$ cat src/rtl/stage_id.sv
// MIPS instruction-decode stage: 32x32 register file, control decode, load-use stall, j/jal resolution, ID/EX register.
// Optional macro REGFILE_BYPASS_EN forwards a same-cycle writeback to the operand reads.
module stage_id (
  input  logic        clock,
  input  logic        reset,
  input  logic [31:0] instruction,
  input  logic [31:0] iadd,
  input  logic        nop_in,
  input  logic        flush,
  input  logic        ex_mem_read_in,
  input  logic [4:0]  ex_rt_in,
  input  logic        wb_reg_write,
  input  logic [4:0]  wb_write_reg,
  input  logic [31:0] wb_write_data,
  output logic        stall,
  output logic        control_is_jump,
  output logic [31:0] data_jump_address,
  output logic [31:0] ex_rs_data,
  output logic [31:0] ex_rt_data,
  output logic [31:0] ex_imm,
  output logic [4:0]  ex_rs,
  output logic [4:0]  ex_rt,
  output logic [4:0]  ex_rd,
  output logic [5:0]  ex_funct,
  output logic [5:0]  ex_opcode,
  output logic        ex_reg_write,
  output logic        ex_mem_read,
  output logic        ex_mem_write,
  output logic        ex_alu_src,
  output logic        ex_reg_dst,
  output logic        ex_branch_eq,
  output logic        ex_branch_ne,
  output logic        ex_link,
  output logic [31:0] ex_npc,
  output logic        nop_out
);
  // The hazard inputs carry an _in suffix because the ID/EX outputs already own ex_mem_read/ex_rt.
  localparam logic [5:0] OP_RTYPE = 6'h00, OP_J = 6'h02, OP_JAL = 6'h03, OP_BEQ = 6'h04, OP_BNE = 6'h05;
  localparam logic [5:0] OP_ADDI = 6'h08, OP_SLTI = 6'h0A, OP_ANDI = 6'h0C, OP_ORI = 6'h0D, OP_LUI = 6'h0F;
  localparam logic [5:0] OP_LW = 6'h23, OP_SW = 6'h2B;
  localparam logic [5:0] F_SLL = 6'h00, F_SRL = 6'h02, F_JR = 6'h08, F_ADD = 6'h20, F_SUB = 6'h22;
  localparam logic [5:0] F_AND = 6'h24, F_OR = 6'h25, F_SLT = 6'h2A;

  logic [31:0] r_regs [32];
  logic [5:0]  w_opcode, w_funct;
  logic [4:0]  w_rs, w_rt;
  logic [31:0] w_rs_data, w_rt_data, w_imm;
  logic        w_valid, w_reg_write, w_mem_read, w_mem_write, w_alu_src, w_reg_dst;
  logic        w_beq, w_bne, w_link, w_is_jump, w_reads_rt, w_stall, w_bubble;
  logic [7:0]  r_ctl;
  logic        r_nop;
  logic [31:0] r_rs_data, r_rt_data, r_imm, r_npc;
  logic [4:0]  r_rs, r_rt, r_rd;
  logic [5:0]  r_funct, r_opcode;

  assign w_opcode = instruction[31:26];
  assign w_funct  = instruction[5:0];
  assign w_rs     = instruction[25:21];
  assign w_rt     = instruction[20:16];

`ifdef REGFILE_BYPASS_EN
  assign w_rs_data = (w_rs == 5'd0) ? 32'd0 :
                     (wb_reg_write && (wb_write_reg == w_rs)) ? wb_write_data : r_regs[w_rs];
  assign w_rt_data = (w_rt == 5'd0) ? 32'd0 :
                     (wb_reg_write && (wb_write_reg == w_rt)) ? wb_write_data : r_regs[w_rt];
`else
  assign w_rs_data = (w_rs == 5'd0) ? 32'd0 : r_regs[w_rs];
  assign w_rt_data = (w_rt == 5'd0) ? 32'd0 : r_regs[w_rt];
`endif

  // Register file storage; r0 is never written and is masked on read.
  always_ff @(posedge clock or posedge reset) begin
    if (reset) begin
      for (int i = 0; i < 32; i++) r_regs[i] <= 32'd0;
    end else if (wb_reg_write && (wb_write_reg != 5'd0)) begin
      r_regs[wb_write_reg] <= wb_write_data;
    end
  end

  // Control decode of the supported subset; anything else leaves w_valid low.
  always_comb begin
    w_valid = 1'b0; w_reg_write = 1'b0; w_mem_read = 1'b0; w_mem_write = 1'b0;
    w_alu_src = 1'b0; w_reg_dst = 1'b0; w_beq = 1'b0; w_bne = 1'b0; w_link = 1'b0;
    w_is_jump = 1'b0; w_reads_rt = 1'b0;
    w_imm = {{16{instruction[15]}}, instruction[15:0]};
    case (w_opcode)
      OP_RTYPE: begin
        w_reads_rt = 1'b1;
        case (w_funct)
          F_ADD, F_SUB, F_AND, F_OR, F_SLT, F_SLL, F_SRL: begin
            w_valid = 1'b1; w_reg_write = 1'b1; w_reg_dst = 1'b1;
          end
          F_JR:    w_valid = 1'b1;
          default: w_valid = 1'b0;
        endcase
      end
      OP_ADDI, OP_SLTI: begin
        w_valid = 1'b1; w_reg_write = 1'b1; w_alu_src = 1'b1;
      end
      OP_ANDI, OP_ORI: begin
        w_valid = 1'b1; w_reg_write = 1'b1; w_alu_src = 1'b1;
        w_imm = {16'h0000, instruction[15:0]};
      end
      OP_LUI: begin
        w_valid = 1'b1; w_reg_write = 1'b1; w_alu_src = 1'b1;
        w_imm = {instruction[15:0], 16'h0000};
      end
      OP_LW: begin
        w_valid = 1'b1; w_reg_write = 1'b1; w_mem_read = 1'b1; w_alu_src = 1'b1;
      end
      OP_SW: begin
        w_valid = 1'b1; w_mem_write = 1'b1; w_alu_src = 1'b1; w_reads_rt = 1'b1;
      end
      OP_BEQ: begin
        w_valid = 1'b1; w_beq = 1'b1; w_reads_rt = 1'b1;
      end
      OP_BNE: begin
        w_valid = 1'b1; w_bne = 1'b1; w_reads_rt = 1'b1;
      end
      OP_J: begin
        w_valid = 1'b1; w_is_jump = 1'b1;
      end
      OP_JAL: begin
        w_valid = 1'b1; w_is_jump = 1'b1; w_reg_write = 1'b1; w_reg_dst = 1'b1; w_link = 1'b1;
      end
      default: w_valid = 1'b0;
    endcase
  end

  assign w_stall = ex_mem_read_in & ~nop_in & (ex_rt_in != 5'd0) &
                   ((ex_rt_in == w_rs) | ((ex_rt_in == w_rt) & w_reads_rt));
  assign w_bubble = flush | w_stall | nop_in | ~w_valid;

  assign stall             = w_stall;
  assign control_is_jump   = w_is_jump & ~nop_in & ~flush & ~w_stall;
  assign data_jump_address = {iadd[31:28], instruction[25:0], 2'b00};

  // ID/EX pipeline register; a bubble clears control only, operand fields keep their last values.
  always_ff @(posedge clock or posedge reset) begin
    if (reset) begin
      r_ctl <= 8'd0; r_nop <= 1'b1;
      r_rs_data <= 32'd0; r_rt_data <= 32'd0; r_imm <= 32'd0; r_npc <= 32'd0;
      r_rs <= 5'd0; r_rt <= 5'd0; r_rd <= 5'd0; r_funct <= 6'd0; r_opcode <= 6'd0;
    end else if (w_bubble) begin
      r_ctl <= 8'd0; r_nop <= 1'b1;
    end else begin
      r_ctl <= {w_reg_write, w_mem_read, w_mem_write, w_alu_src, w_reg_dst, w_beq, w_bne, w_link};
      r_nop <= 1'b0;
      r_rs_data <= w_rs_data; r_rt_data <= w_rt_data; r_imm <= w_imm;
      r_npc <= iadd + 32'd4;
      r_rs <= w_rs; r_rt <= w_rt;
      r_rd <= (w_opcode == OP_JAL) ? 5'd31 : instruction[15:11];
      r_funct <= w_funct; r_opcode <= w_opcode;
    end
  end

  assign {ex_reg_write, ex_mem_read, ex_mem_write, ex_alu_src, ex_reg_dst,
          ex_branch_eq, ex_branch_ne, ex_link} = r_ctl;
  assign nop_out    = r_nop;
  assign ex_rs_data = r_rs_data;
  assign ex_rt_data = r_rt_data;
  assign ex_imm     = r_imm;
  assign ex_npc     = r_npc;
  assign ex_rs      = r_rs;
  assign ex_rt      = r_rt;
  assign ex_rd      = r_rd;
  assign ex_funct   = r_funct;
  assign ex_opcode  = r_opcode;
endmodule

$ cat config.mk
export PLATFORM = sky130hd
export DESIGN_NAME = stage_id
export DESIGN_NICKNAME = d
export VERILOG_FILES = /design/src/rtl/stage_id.sv
export SDC_FILE = /design/constraint.sdc
export NUM_CORES = 2
export LEC_CHECK = 0
export CAP_MARGIN = 20
export CORE_MARGIN = 2
export CORE_UTILIZATION = 55
export CTS_CLUSTER_DIAMETER = 30
export DETAILED_ROUTE_END_ITERATION = 10
export GPL_ROUTABILITY_DRIVEN = 0
export PLACE_DENSITY = 0.79
export SYNTH_ARGS = -nofsm -noshare
export SYNTH_HDL_FRONTEND = slang
export SYNTH_SLANG_ARGS = --single-unit
$ cat constraint.sdc
create_clock -name clock -period 116.6 [get_ports clock]
set_input_delay 17.49 -clock clock [delete_from_list [all_inputs] [get_ports clock]]
set_output_delay 17.49 -clock clock [all_outputs]
set_load 0.05 [all_outputs]
; ---- Word level (Yosys, flattened, before mapping)
; Index checks and enable logic that the tools add are counted.
[totals]
register_bits = 1188
inputBits = 112
wordCells = 130
output_inout_bits = 198
[op_classes]
add_sub_neg = 1
bitwise = 18
n_mux = 28
magnitude_cmp = 4
n_reduce_logical = 16
n_eq_ne = 20
[ops]
columns = cell, n
row1 = $bwmux 1024, 1
row2 = $bmux 32 s5, 2
row3 = $mux 32, 7
row4 = $demux 32 s5, 1
row5 = $pmux 32 s2, 1
row6 = $eq 6x6->1 const B, 7
row7 = $eq 6x4->1 const B, 6
row8 = $add 32x3->32 const B, 1
row9 = $reduce_or 7->1, 3
row10 = $eq 6x2->1 const B, 3
row11 = $ge 6x6->1 const B, 3
row12 = $not 5->6, 3
row13 = $eq 6x3->1 const B, 2
row14 = $logic_not 6->1, 2
row15 = $mux 1, 11
row16 = $reduce_or 11->1, 1
row17 = $eq 5x5->1, 2
row18 = $logic_not 5->1, 2
row19 = $reduce_bool 5->1, 2
row20 = $mux 8, 1
row21 = $reduce_or 8->1, 1
row22 = $and 1x1->1, 7
row23 = $lt 6x1->1 const B, 1
row24 = $pmux 1 s2, 3
row25 = other kinds (6), 14

; ---- Depth between registers and ports, before layout
[logic_depth]
word_depth = 10
mapped_depth = 10

; ---- Worst setup path after synthesis
; Ideal clock, no wire load.
[synth_timing]
path_type = input port to output port
from = in ex_rt_in[1]
to = out control_is_jump
stages = 4
path_slack_ns = 79.083
required_time_ns = 99.110
arrival_ns = 20.027
path_cell_list = or4_1 o21ai_0 a21oi_1 nor4_1
[synth_between]
elab_chain_len = 6
elab_cells_between_ends = 9
cone_classes = eq/ne (2) / bitwise (6) / reduce/logical (1)
[synth_lines]
columns = item, line
row1 = "start, declared", 11  ; input logic [4:0] ex_rt_in,
row2 = $eq 5x5->1, 131  ; ((ex_rt_in == w_rs) | ((ex_rt_in == w_rt) & w_reads_rt));
row3 = $and 1x1->1, 131
row4 = $or 1x1->1, 131
row5 = $and 1x1->1 (*), 130  ; assign w_stall = ex_mem_read_in & ~nop_in & (ex_rt_in != 5'd0) &
row6 = named net stall, 15  ; output logic stall,
row7 = $not 1->1 (*), 135  ; assign control_is_jump = w_is_jump & ~nop_in & ~flush & ~w_stall;
row8 = $and 1x1->1 (*), 135
row9 = "end, declared", 16  ; output logic control_is_jump,
; Mark *: on every way through the listed nets, which the timed path passes. The rest lies on a longest branch.

; ---- Final worst setup path
[layout_timing]
from = in ex_rt_in[1]
to = out control_is_jump
[layout_between]
elab_chain_len = 6
elab_cells_between_ends = 9
cone_classes = eq/ne (2) / bitwise (6) / reduce/logical (1)
[layout_lines]
columns = item, line
row1 = $eq 5x5->1, 131
row2 = $and 1x1->1, 131
row3 = $or 1x1->1, 131
row4 = $and 1x1->1 (*), 130
row5 = $not 1->1 (*), 135
row6 = $and 1x1->1 (*), 135
; Mark *: on every way between the ends. The rest lies on a longest branch, timed or not.

==> metrics.txt <==
status complete, no violations; setup_tns 0 ns; RSZ-0062 raised after global routing no; most common cell after layout, fill and taps aside dfrtp_1; non-filler instance count after layout 5837; WL final 174100 um; clk buf depth 3; hold depth 0; Port Buffers 307; cell area after synthesis between 60000 and 70000 um2; DIE AREA 112300 um2; initial core utilization 55.38%; hpwl dp 94870 um; CTS Sinks 1188; CTS tree done; final instance area 72550 um2; worst hold slack approximately 0.39 ns; Worst path depth 6; critical path endpoint category output pin; fin crit share 32.42%; register area share after synthesis 49.32%; WS Path Type in -> out; commonest cells after routing, fill and taps aside dfrtp_1 (1187), mux2_2 (1060), mux4_2 (512); area grow syn2layout 20.35%; Pre-Repair DR Iteration Count 8; vias in the first global route between 40000 and 50000; First DRT Iteration DRCs approximately 4200; crit path buf inv count 2; die width ~340 um; Slew headroom a little under a quarter; dpl cells 5407; DRC viols 0; final setup margin roughly 80 ns; Int Power 1.121 mW; CTS Root Cell clkbuf_16; I/O pin cnt 310; setup repair bufs after CTS 0; Setup violations, final 0; CTS resizes 0; Hold Startpoint r_regs[995]$_DFFE_PP0P_; Hold-fix buffers, CTS 0; Hold Path End r_regs[995]$_DFFE_PP0P_; critical path's slowest cell clkdlybuf4s50_1; Sw Ratio 28.68%; peak supply drop 15.34 uV; Max Freq roughly 26 MHz; CP delay by family, top buffers and inverters; pin count of the biggest net entering global routing 180; Post-Place Setup Slack about 79 ns; first-pass GRT wire length 263900 um; crit path time final 37.80 ns; vias after detailed routing 39743; Clock Skew approximately 0.038 ns; Die Y 335.1 um; worst-margin pin slew roughly 1.1 ns; Worst Path Required 99.11 ns; Crit Reg-Reg Endpoint ex_rs_data[9]$_DFFE_PP0N_; Pwr per Cell Area 21.66 nW/um2; routed len/inst 29.82 um; Startpoint Class primary input; Crit path top cell by count clkdlybuf4s50_1; LEAKAGE 31.30 nW; clk_lat worst skew 0.82 ns; Clock power frac between 40% and 50%; total gr overflow 0; syn_area_per_cell 14.85 um2; Gate Count Post-Synth 4060; worst r2r src r_regs[265]$_DFFE_PP0P_; crit-path max FO 3; Final Hold Viols 0; placed cell areas roughly 64000 um2; fin. max-slew vios 0; # H-tree levels 4; overall power ~1.6 mW; worst path cell trace clkdlybuf4s50_1 > or4_1 > o21ai_0 > a21oi_1 > nor4_1 > clkdlybuf4s50_1; Reg2Reg Depth 5; combinational share of power about a fifth; core area ~110000 um2; Arr. time, crit path 20.31 ns; Overall Global Routing Usage 31.43%; fin util 66.65%; vias per std cell 6.809; Flop pwr share 35.5%; Final ANT Viol Nets 0; library cells used by synthesis 42; internal reg-to-reg setup slack 114.22 ns; antenna violations before repair 7; worst hold path class reg -> reg; total CTS buffers 224; Ys Warns 0; switching pwr roughly 0.45 mW; Max Cap Viol 0; num rows 121; proportion of layout cells with a drive suffix above 1 47.91%; Clock transition at path regs 0.05 ns; #FFs+latches synth 1188; nets 4338; CP peak stage delay ~0.9 ns
state kept, by name (all words and copies together), names as in the netlist:
signal,flops
ex_funct,6
ex_imm,32
ex_npc,32
ex_opcode,6
ex_rd,5
ex_rs,5
ex_rs_data,32
ex_rt,5
ex_rt_data,32
nop_out,1
r_ctl,8
r_regs,1024
power by group through the flow:
| stage | Sequential [mW] | Combinational (mW) | Clock (mW) |
|---|---|---|---|
| detailed placement | 0.559 | 0.314 | 0 |
| global placement | 0.551 | 0.307 | 0 |
| finish | 0.558 | 0.317 | 0.697 |
| global route | 0.567 | 0.334 | 0.724 |
| floorplan | 0.605 | 0.176 | 0 |
| CTS | 0.555 | 0.317 | 0.702 |
cells by family after synthesis:
group	count (synthesis)	share of synthesized area, %
flops	1188	49.32
fa+ha+maj	1	0.02075
other cells	1	0.006221
compound gates	224	2.296
simple gates	443	3.709
mux	1658	40.46
xor+xnor	38	0.5521
buf+inv	507	3.639
layout make-up:
type,count,area [um2]
Antenna cell,2,5.005
Clock buffer,269,6046
Clock inverter,153,2277
Fill cell,7085,36300
Inverter,43,168.9
Multi-Input combinational cell,2366,28540
Sequential cell,1188,29730
Tap cell,1414,1769
Timing Repair Buffer,402,4009
worst reg2reg max path: stages, from the launching register on:
cell	delay (ns)
dfrtp_1	0.37
mux4_2	0.25
o22ai_1	0.10
or4_1	0.52
nor3_1	0.74
mux2_2	0.30
layer usage:
metal | track usage (%) | up-vias | wire (um)
li1 | - | 15851 | -
met1 | 42.50 | 21159 | 67760
met2 | 48.83 | 2258 | 82060
met3 | 8.437 | 465 | 17550
met4 | 12.57 | 10 | 6526
met5 | 0 | - | 149
worst max-delay path by stage:
stage               startpoint                      end  slack, ns
2_1_floorplan            reset  ex_funct[0]$_DFFE_PP0N_      65.65
3_3_place_gp       ex_rt_in[1]          control_is_jump      78.87
3_5_place_dp   instruction[19]                    stall      78.87
4_1_cts        instruction[19]                    stall      78.85
5_1_grt        instruction[19]                    stall      78.75
6_report           ex_rt_in[1]          control_is_jump      78.80
Yosys cell counts (all sizes together):
cell type,count,area share (%)
dfrtp,1187,49
mux2,1109,21
mux4,512,19
clkbuf,279,1.7
o22ai,193,2.0
buf,185,1.6
nor2,161,1.0
nor3,78,0.65
or4,66,0.82
nand2,52,0.32
inv,43,0.27
mux2i,37,0.61
nand3,25,0.21
xnor2,20,0.29
a21oi,19,0.16
xor2,18,0.26
nand4,10,0.10
nor4,9,0.12
nor2b,8,0.083
nor3b,8,0.10
nand3b,7,0.087
and3,6,0.062
o21ai,5,0.042
or3,5,0.052
and2,3,0.031
a211oi,2,0.025
a21boi,2,0.025
o2bb2ai,2,0.029
or3b,2,0.029
and4,1,0.015
conb,1,0.0062
dfstp,1,0.044
ha,1,0.021
nand2b,1,0.010
nand4b,1,0.015
o31a,1,0.015
(Power assumes the default switching activity.)
